===== config.mk =====
export PLATFORM = sky130hd
export DESIGN_NAME = nmi_master_arb
export DESIGN_NICKNAME = d
export VERILOG_FILES = /design/src/rtl/nmi_arb_pkg.sv /design/src/rtl/nmi_arb_tmo.sv /design/src/rtl/nmi_master_arb.sv
export SDC_FILE = /design/constraint.sdc
export NUM_CORES = 1
export LEC_CHECK = 0
export ABC_AREA = 1
export CORE_AREA = 2 2 120 122
export DETAILED_ROUTE_END_ITERATION = 16
export DIE_AREA = 0 0 122 124
export DONT_BUFFER_PORTS = 1
export MAX_ROUTING_LAYER = met4
export PLACE_DENSITY = 0.36
export SLEW_MARGIN = 20
export SYNTH_ARGS = -nofsm -noshare
export SYNTH_HDL_FRONTEND = slang
export SYNTH_SLANG_ARGS = --single-unit

===== constraint.sdc =====
create_clock -name clk_i -period 2.17 [get_ports clk_i]
set_input_delay 0.651 -clock clk_i [delete_from_list [all_inputs] [get_ports clk_i]]
set_output_delay 0.651 -clock clk_i [all_outputs]
set_load 0.01 [all_outputs]

===== src/rtl/nmi_arb_pkg.sv =====
// Shared types and constants for the two-master NMI arbiter.
package nmi_arb_pkg;

    // The state encoding doubles as the owner_o encoding.
    typedef enum logic [1:0] {
        IDLE    = 2'b00,
        GNT_CPU = 2'b01,
        GNT_DMA = 2'b10
    } arb_state_e;

    localparam logic [1:0]  OWNER_NONE = 2'b00;
    localparam logic [1:0]  OWNER_CPU  = 2'b01;
    localparam logic [1:0]  OWNER_DMA  = 2'b10;

    // Read data returned to a master whose transfer was killed by the watchdog.
    localparam logic [31:0] TMO_RDATA  = 32'hDEAD_BEEF;

    function automatic logic [1:0] state_owner(arb_state_e s);
        logic [1:0] own;
        case (s)
            GNT_CPU: own = OWNER_CPU;
            GNT_DMA: own = OWNER_DMA;
            default: own = OWNER_NONE;
        endcase
        return own;
    endfunction

endpackage


===== src/rtl/nmi_arb_tmo.sv =====
// Watchdog for a granted NMI transfer: counts cycles spent waiting for
// downstream ready and raises a one-cycle fire pulse plus a sticky flag.
// Only instantiated when NMI_ARB_TIMEOUT_EN is defined.
module nmi_arb_tmo
    import nmi_arb_pkg::*;
#(
    parameter int TIMEOUT_CYCLES = 1024
) (
    input  logic clk_i,
    input  logic rst_i,
    input  logic i_active,
    input  logic i_ready,
    input  logic i_clr,
    output logic o_fire,
    output logic o_irq
);

    localparam int CW = (TIMEOUT_CYCLES > 1) ? $clog2(TIMEOUT_CYCLES) : 1;
    localparam logic [CW-1:0] CNT_LAST = CW'(TIMEOUT_CYCLES - 1);

    logic [CW-1:0] r_cnt;
    logic          r_irq;
    logic          w_fire;

    assign w_fire = i_active & ~i_ready & (r_cnt == CNT_LAST);
    assign o_fire = w_fire;
    assign o_irq  = r_irq;

    // Wait counter: held at zero outside a live grant so every grant starts fresh.
    always_ff @(posedge clk_i) begin
        if (rst_i) begin
            r_cnt <= '0;
        end else if (!i_active || i_ready || w_fire) begin
            r_cnt <= '0;
        end else begin
            r_cnt <= r_cnt + 1'b1;
        end
    end

    // Sticky flag: a new timeout beats a simultaneous clear.
    always_ff @(posedge clk_i) begin
        if (rst_i) begin
            r_irq <= 1'b0;
        end else if (w_fire) begin
            r_irq <= 1'b1;
        end else if (i_clr) begin
            r_irq <= 1'b0;
        end
    end

endmodule


===== src/rtl/nmi_master_arb.sv =====
// Two-master (CPU/DMA) arbiter onto a single NMI bus. Grants are registered,
// held for one valid->ready transfer, ties go round-robin, and one idle
// cycle separates transfers. Optional watchdog: define NMI_ARB_TIMEOUT_EN.
module nmi_master_arb
    import nmi_arb_pkg::*;
#(
    parameter int TIMEOUT_CYCLES = 1024
) (
    input  logic        clk_i,
    input  logic        rst_i,
    input  logic        i_cpu_valid,
    input  logic [31:0] i_cpu_addr,
    input  logic [31:0] i_cpu_wdata,
    input  logic [3:0]  i_cpu_wstrb,
    output logic        o_cpu_ready,
    output logic [31:0] o_cpu_rdata,
    input  logic        i_dma_valid,
    input  logic [31:0] i_dma_addr,
    input  logic [31:0] i_dma_wdata,
    input  logic [3:0]  i_dma_wstrb,
    output logic        o_dma_ready,
    output logic [31:0] o_dma_rdata,
    output logic        o_nmi_valid,
    output logic [31:0] o_nmi_addr,
    output logic [31:0] o_nmi_wdata,
    output logic [3:0]  o_nmi_wstrb,
    input  logic        i_nmi_ready,
    input  logic [31:0] i_nmi_rdata,
    output logic [1:0]  owner_o,
    output logic        tmo_irq_o,
    input  logic        tmo_clr_i
);

    arb_state_e  r_state;
    logic        r_last_dma;

    logic        w_gnt_cpu;
    logic        w_gnt_dma;
    logic        w_req;
    logic        w_done;
    logic        w_tmo_fire;
    logic [31:0] w_rsp_rdata;

    assign w_gnt_cpu = (r_state == GNT_CPU);
    assign w_gnt_dma = (r_state == GNT_DMA);

    // A grant is live only while its owner keeps valid high; dropping it abandons the grant.
    assign w_req  = (w_gnt_cpu & i_cpu_valid) | (w_gnt_dma & i_dma_valid);
    assign w_done = w_req & i_nmi_ready;

`ifdef NMI_ARB_TIMEOUT_EN
    nmi_arb_tmo #(
        .TIMEOUT_CYCLES (TIMEOUT_CYCLES)
    ) u_tmo (
        .clk_i    (clk_i),
        .rst_i    (rst_i),
        .i_active (w_req),
        .i_ready  (i_nmi_ready),
        .i_clr    (tmo_clr_i),
        .o_fire   (w_tmo_fire),
        .o_irq    (tmo_irq_o)
    );
`else
    logic w_unused_tmo;
    assign w_unused_tmo = tmo_clr_i ^ (TIMEOUT_CYCLES < 2);
    assign w_tmo_fire   = 1'b0;
    assign tmo_irq_o    = 1'b0;
`endif

    // Response data is zero except in the completing cycle.
    assign w_rsp_rdata = w_done     ? i_nmi_rdata :
                         w_tmo_fire ? TMO_RDATA   : 32'h0;

    assign o_cpu_ready = w_gnt_cpu & (w_done | w_tmo_fire);
    assign o_dma_ready = w_gnt_dma & (w_done | w_tmo_fire);
    assign o_cpu_rdata = w_gnt_cpu ? w_rsp_rdata : 32'h0;
    assign o_dma_rdata = w_gnt_dma ? w_rsp_rdata : 32'h0;

    assign owner_o = state_owner(r_state);

    // Downstream mux: owner's request fields, all zero while idle.
    always_comb begin
        o_nmi_valid = w_req & ~w_tmo_fire;
        o_nmi_addr  = 32'h0;
        o_nmi_wdata = 32'h0;
        o_nmi_wstrb = 4'h0;
        if (w_gnt_cpu) begin
            o_nmi_addr  = i_cpu_addr;
            o_nmi_wdata = i_cpu_wdata;
            o_nmi_wstrb = i_cpu_wstrb;
        end else if (w_gnt_dma) begin
            o_nmi_addr  = i_dma_addr;
            o_nmi_wdata = i_dma_wdata;
            o_nmi_wstrb = i_dma_wstrb;
        end
    end

    // Grant FSM; last owner starts as DMA so the CPU wins the first tie.
    always_ff @(posedge clk_i) begin
        if (rst_i) begin
            r_state    <= IDLE;
            r_last_dma <= 1'b1;
        end else begin
            case (r_state)
                IDLE: begin
                    if (i_cpu_valid && i_dma_valid) begin
                        r_state <= r_last_dma ? GNT_CPU : GNT_DMA;
                    end else if (i_cpu_valid) begin
                        r_state <= GNT_CPU;
                    end else if (i_dma_valid) begin
                        r_state <= GNT_DMA;
                    end
                end
                GNT_CPU, GNT_DMA: begin
                    if (w_done || w_tmo_fire) begin
                        r_state    <= IDLE;
                        r_last_dma <= w_gnt_dma;
                    end else if (!w_req) begin
                        r_state <= IDLE;
                    end
                end
                default: r_state <= IDLE;
            endcase
        end
    end

endmodule

==> impl_metrics.toml <==
[status]
outcome = "finished with violations"
violations = "setup timing"

[timing]
drv_slew = 0
setup_slack_ps = -10.4
rsz0062_at_grt = "yes"
final_hold_viol_count = 0
period_share_pct = 100
skew_ps = 1.86
fin_crit_ps = 2180
max_clock_freq_mhz = 459
setup_viol = 2
fin_hold_ws_ps = 507

[worst_setup_path]
crit_chain = "inv_4, ha_4, nand2_4, nand2_4, nand2_8, inv_6, nand2_8, clkbuf_16, nor2_2"
slowest_stage = "dfxtp_4"
critPathLaunchType = "register"
crit_path_max_fanout = 11
crit_start = "r_state[1]$_SDFFE_PP0P_"
crit_arrival_ps = 1530
crit_required_ps = 1520
r2r_start = "r_state[0]$_SDFFE_PP0P_"
slowest_delay_ps = 350
end_kind = "output pin"
crit_type = "reg2out"

[place]
dp_slack_ps = -55.0
place_area_sq_um = 2070
place.gp.congestion = 0.752
dp.final_hpwl_microns = 6100
numPortBuffers = 0

[cells_and_area]
final_area_sq_um = 2830
drive_gt1_share_pct = 44.4
fillCellCount = 1509
diodes = 0
nets = 557
utilization_pct = 20.6
seq_area_sq_um = 67.6
syn2layout_area_growth_pct = 55.3
multi_input_area_sq_um = 1860

[global_route]
use_met1_pct = 8.37
grt_pass1_wl_microns = 8560
antenna_found_initial = 0
grt_max_degree = 66
grt_use_met3_pct = 0.275
grtUsageMet2_pct = 15.0
grt_pass1_vias = 1758
grt_util_all_layers_pct = 7.48
grt_overflow = 0
top_usage_layer = "met2"

[floorplan]
start_util_pct = 13.3
pin_count = 312
fp.dieH_microns = 124
design.die.area_sq_um = 15100
rows = 43
coreArea_sq_um = 13700
fp.dieW_microns = 122

[synthesis]
synth-simple-area-share_pct = 74.1
yosysSeqAreaShare_pct = 3.30
synthXorXnorAreaFrac_pct = 0
netlist-cell-type-count = 20
synth_top_family_by_area = "simple AND/OR/NAND/NOR gates"
ys_ff_latch = 3
ys_warn_count = 0
synth_fa_ha_area_share_pct = 2.75
synth-compound-area-share_pct = 0.275
synth.area.mux_share_pct = 0
avgSynthCellArea_sq_um = 4.85
synthesis.area_sq_um = 1820
syn_inst = 375
synth_nets = 553

[clocking]
cts_tree = "built"
cts_sinks = 3
postCtsHoldBufs = 0
root_buffer = "clkbuf_16"
clk_pin_slew_ps = 30
clockBufferDepth = 2
htreeDepth = 1
cts_made_buffers = 3
worst_skew_pair.late_latency_ps = 220

[pwr]
peakVddDrop_mv = 0.216
p_clk_share_pct = 24.6
total_power_mw = 1.18
power_leakage_nw = 1.31
p_sw_mw = 0.620
netSwitchingFraction_pct = 52.4
powerDensity_nw_per_um2 = 419
power_frac_seq_pct = 6.1
p_int_mw = 0.563
comb_power_share_pct = 69.3

[drt]
antenna_left = 0
drtIter0Drc = 118
vias_per_cell = 4.43
route.detailed.drc = 0
wl_per_cell_microns = 15.0
vias = 2472
wl_microns = 8380
dr.pass1.iters = 5

[hold_path]
hold_class = "reg2reg"
min_from = "r_last_dma$_SDFFE_PP1P_"

[job]
cap_violations = 0
[per-layer routing]
layer	share of wire (%)	vias to the layer above
met5	0	-
met4	0.38	0
met3	8.2	4
met2	57	209
met1	34	1126
li1	-	1133
[layout make-up]
type	count	area share, %
Tap cell	180	7.96
Sequential cell	3	2.39
Clock buffer	4	2.79
Timing Repair Buffer	29	14.1
Multi-Input combinational cell	298	65.8
Inverter	44	6.95
[kinds of logic after synthesis]
logic type,count (synthesis)
fa+ha+maj,4
simple gates,292
compound gates,1
flops,3
other cells,1
buf+inv,74
[worst paths after layout]
kind | endpoint | slack [ps] | cells past startpoint
hold reg to reg | r_last_dma$_SDFFE_PP1P_ | 510 | 2
setup reg to reg | r_state[0]$_SDFFE_PP0P_ | 660 | 11
setup / recovery | o_cpu_rdata[16] | -10 | 9
hold / removal | r_last_dma$_SDFFE_PP1P_ | 510 | 2
[sequential cells by signal, indices dropped and copies added (netlist names)]
name and count:
r_state 2, r_last_dma 1
[synth_stat cells, drive strengths merged]
master  instances  area (sq um)
conb            1          3.75
nor3            1          5.00
ha              4          50.1
nor2           73           415
buf            18           140
nand2         148           578
dfxtp           3          60.1
nand3          70           350
clkbuf         12          45.0
o21ai           1          5.00
inv            44           168
[per-stage QoR]
| step | std cells | setup TNS, ps |
|---|---|---|
| finish | 558 | -10.6 |
| global route | 558 | -2050 |
| CTS | 551 | -1370 |
| detailed placement | 545 | -89.0 |
| global placement | 545 | -64.7 |
| floorplan | 375 | 0 |
[worst max-delay path, delay by kind of cell (launching register included)]
family / cells / cell delay [ps]
flops: 1 / 350
fa+ha+maj: 1 / 150
buf+inv: 3 / 330
simple gates: 5 / 450
[power groups by stage]
stage	combinational, mW	sequential [mW]	clock, mW
global route	0.892	0.0734	0.300
floorplan	0.511	0.0653	0
CTS	0.693	0.0695	0.297
global placement	0.636	0.0663	0
finish	0.820	0.0725	0.291
detailed placement	0.638	0.0664	0
[cell usage in the layout, fill, tap and decap left out, types with 2 or more instances in the layout]
cell | netlist | final
buf_12 | 0 | 5
buf_4 | 5 | 10
buf_6 | 6 | 7
buf_8 | 0 | 3
clkbuf_16 | 0 | 7
dfxtp_4 | 0 | 2
ha_1 | 4 | 2
ha_4 | 0 | 2
inv_1 | 42 | 38
inv_4 | 1 | 2
inv_6 | 0 | 2
nand2_1 | 143 | 85
nand2_2 | 3 | 58
nand2_4 | 2 | 3
nand2_8 | 0 | 2
nand3_1 | 70 | 70
nor2_1 | 42 | 10
nor2_2 | 20 | 18
nor2_4 | 10 | 44
[repair_timing]
action,in CTS,in global routing
endpoints found under the setup margin,132,119
gates cloned,0,5
gates resized for setup,54,109
pin swaps,1,6
setup buffers,2,2
No activity file was read; power rests on OpenSTA's default activity.
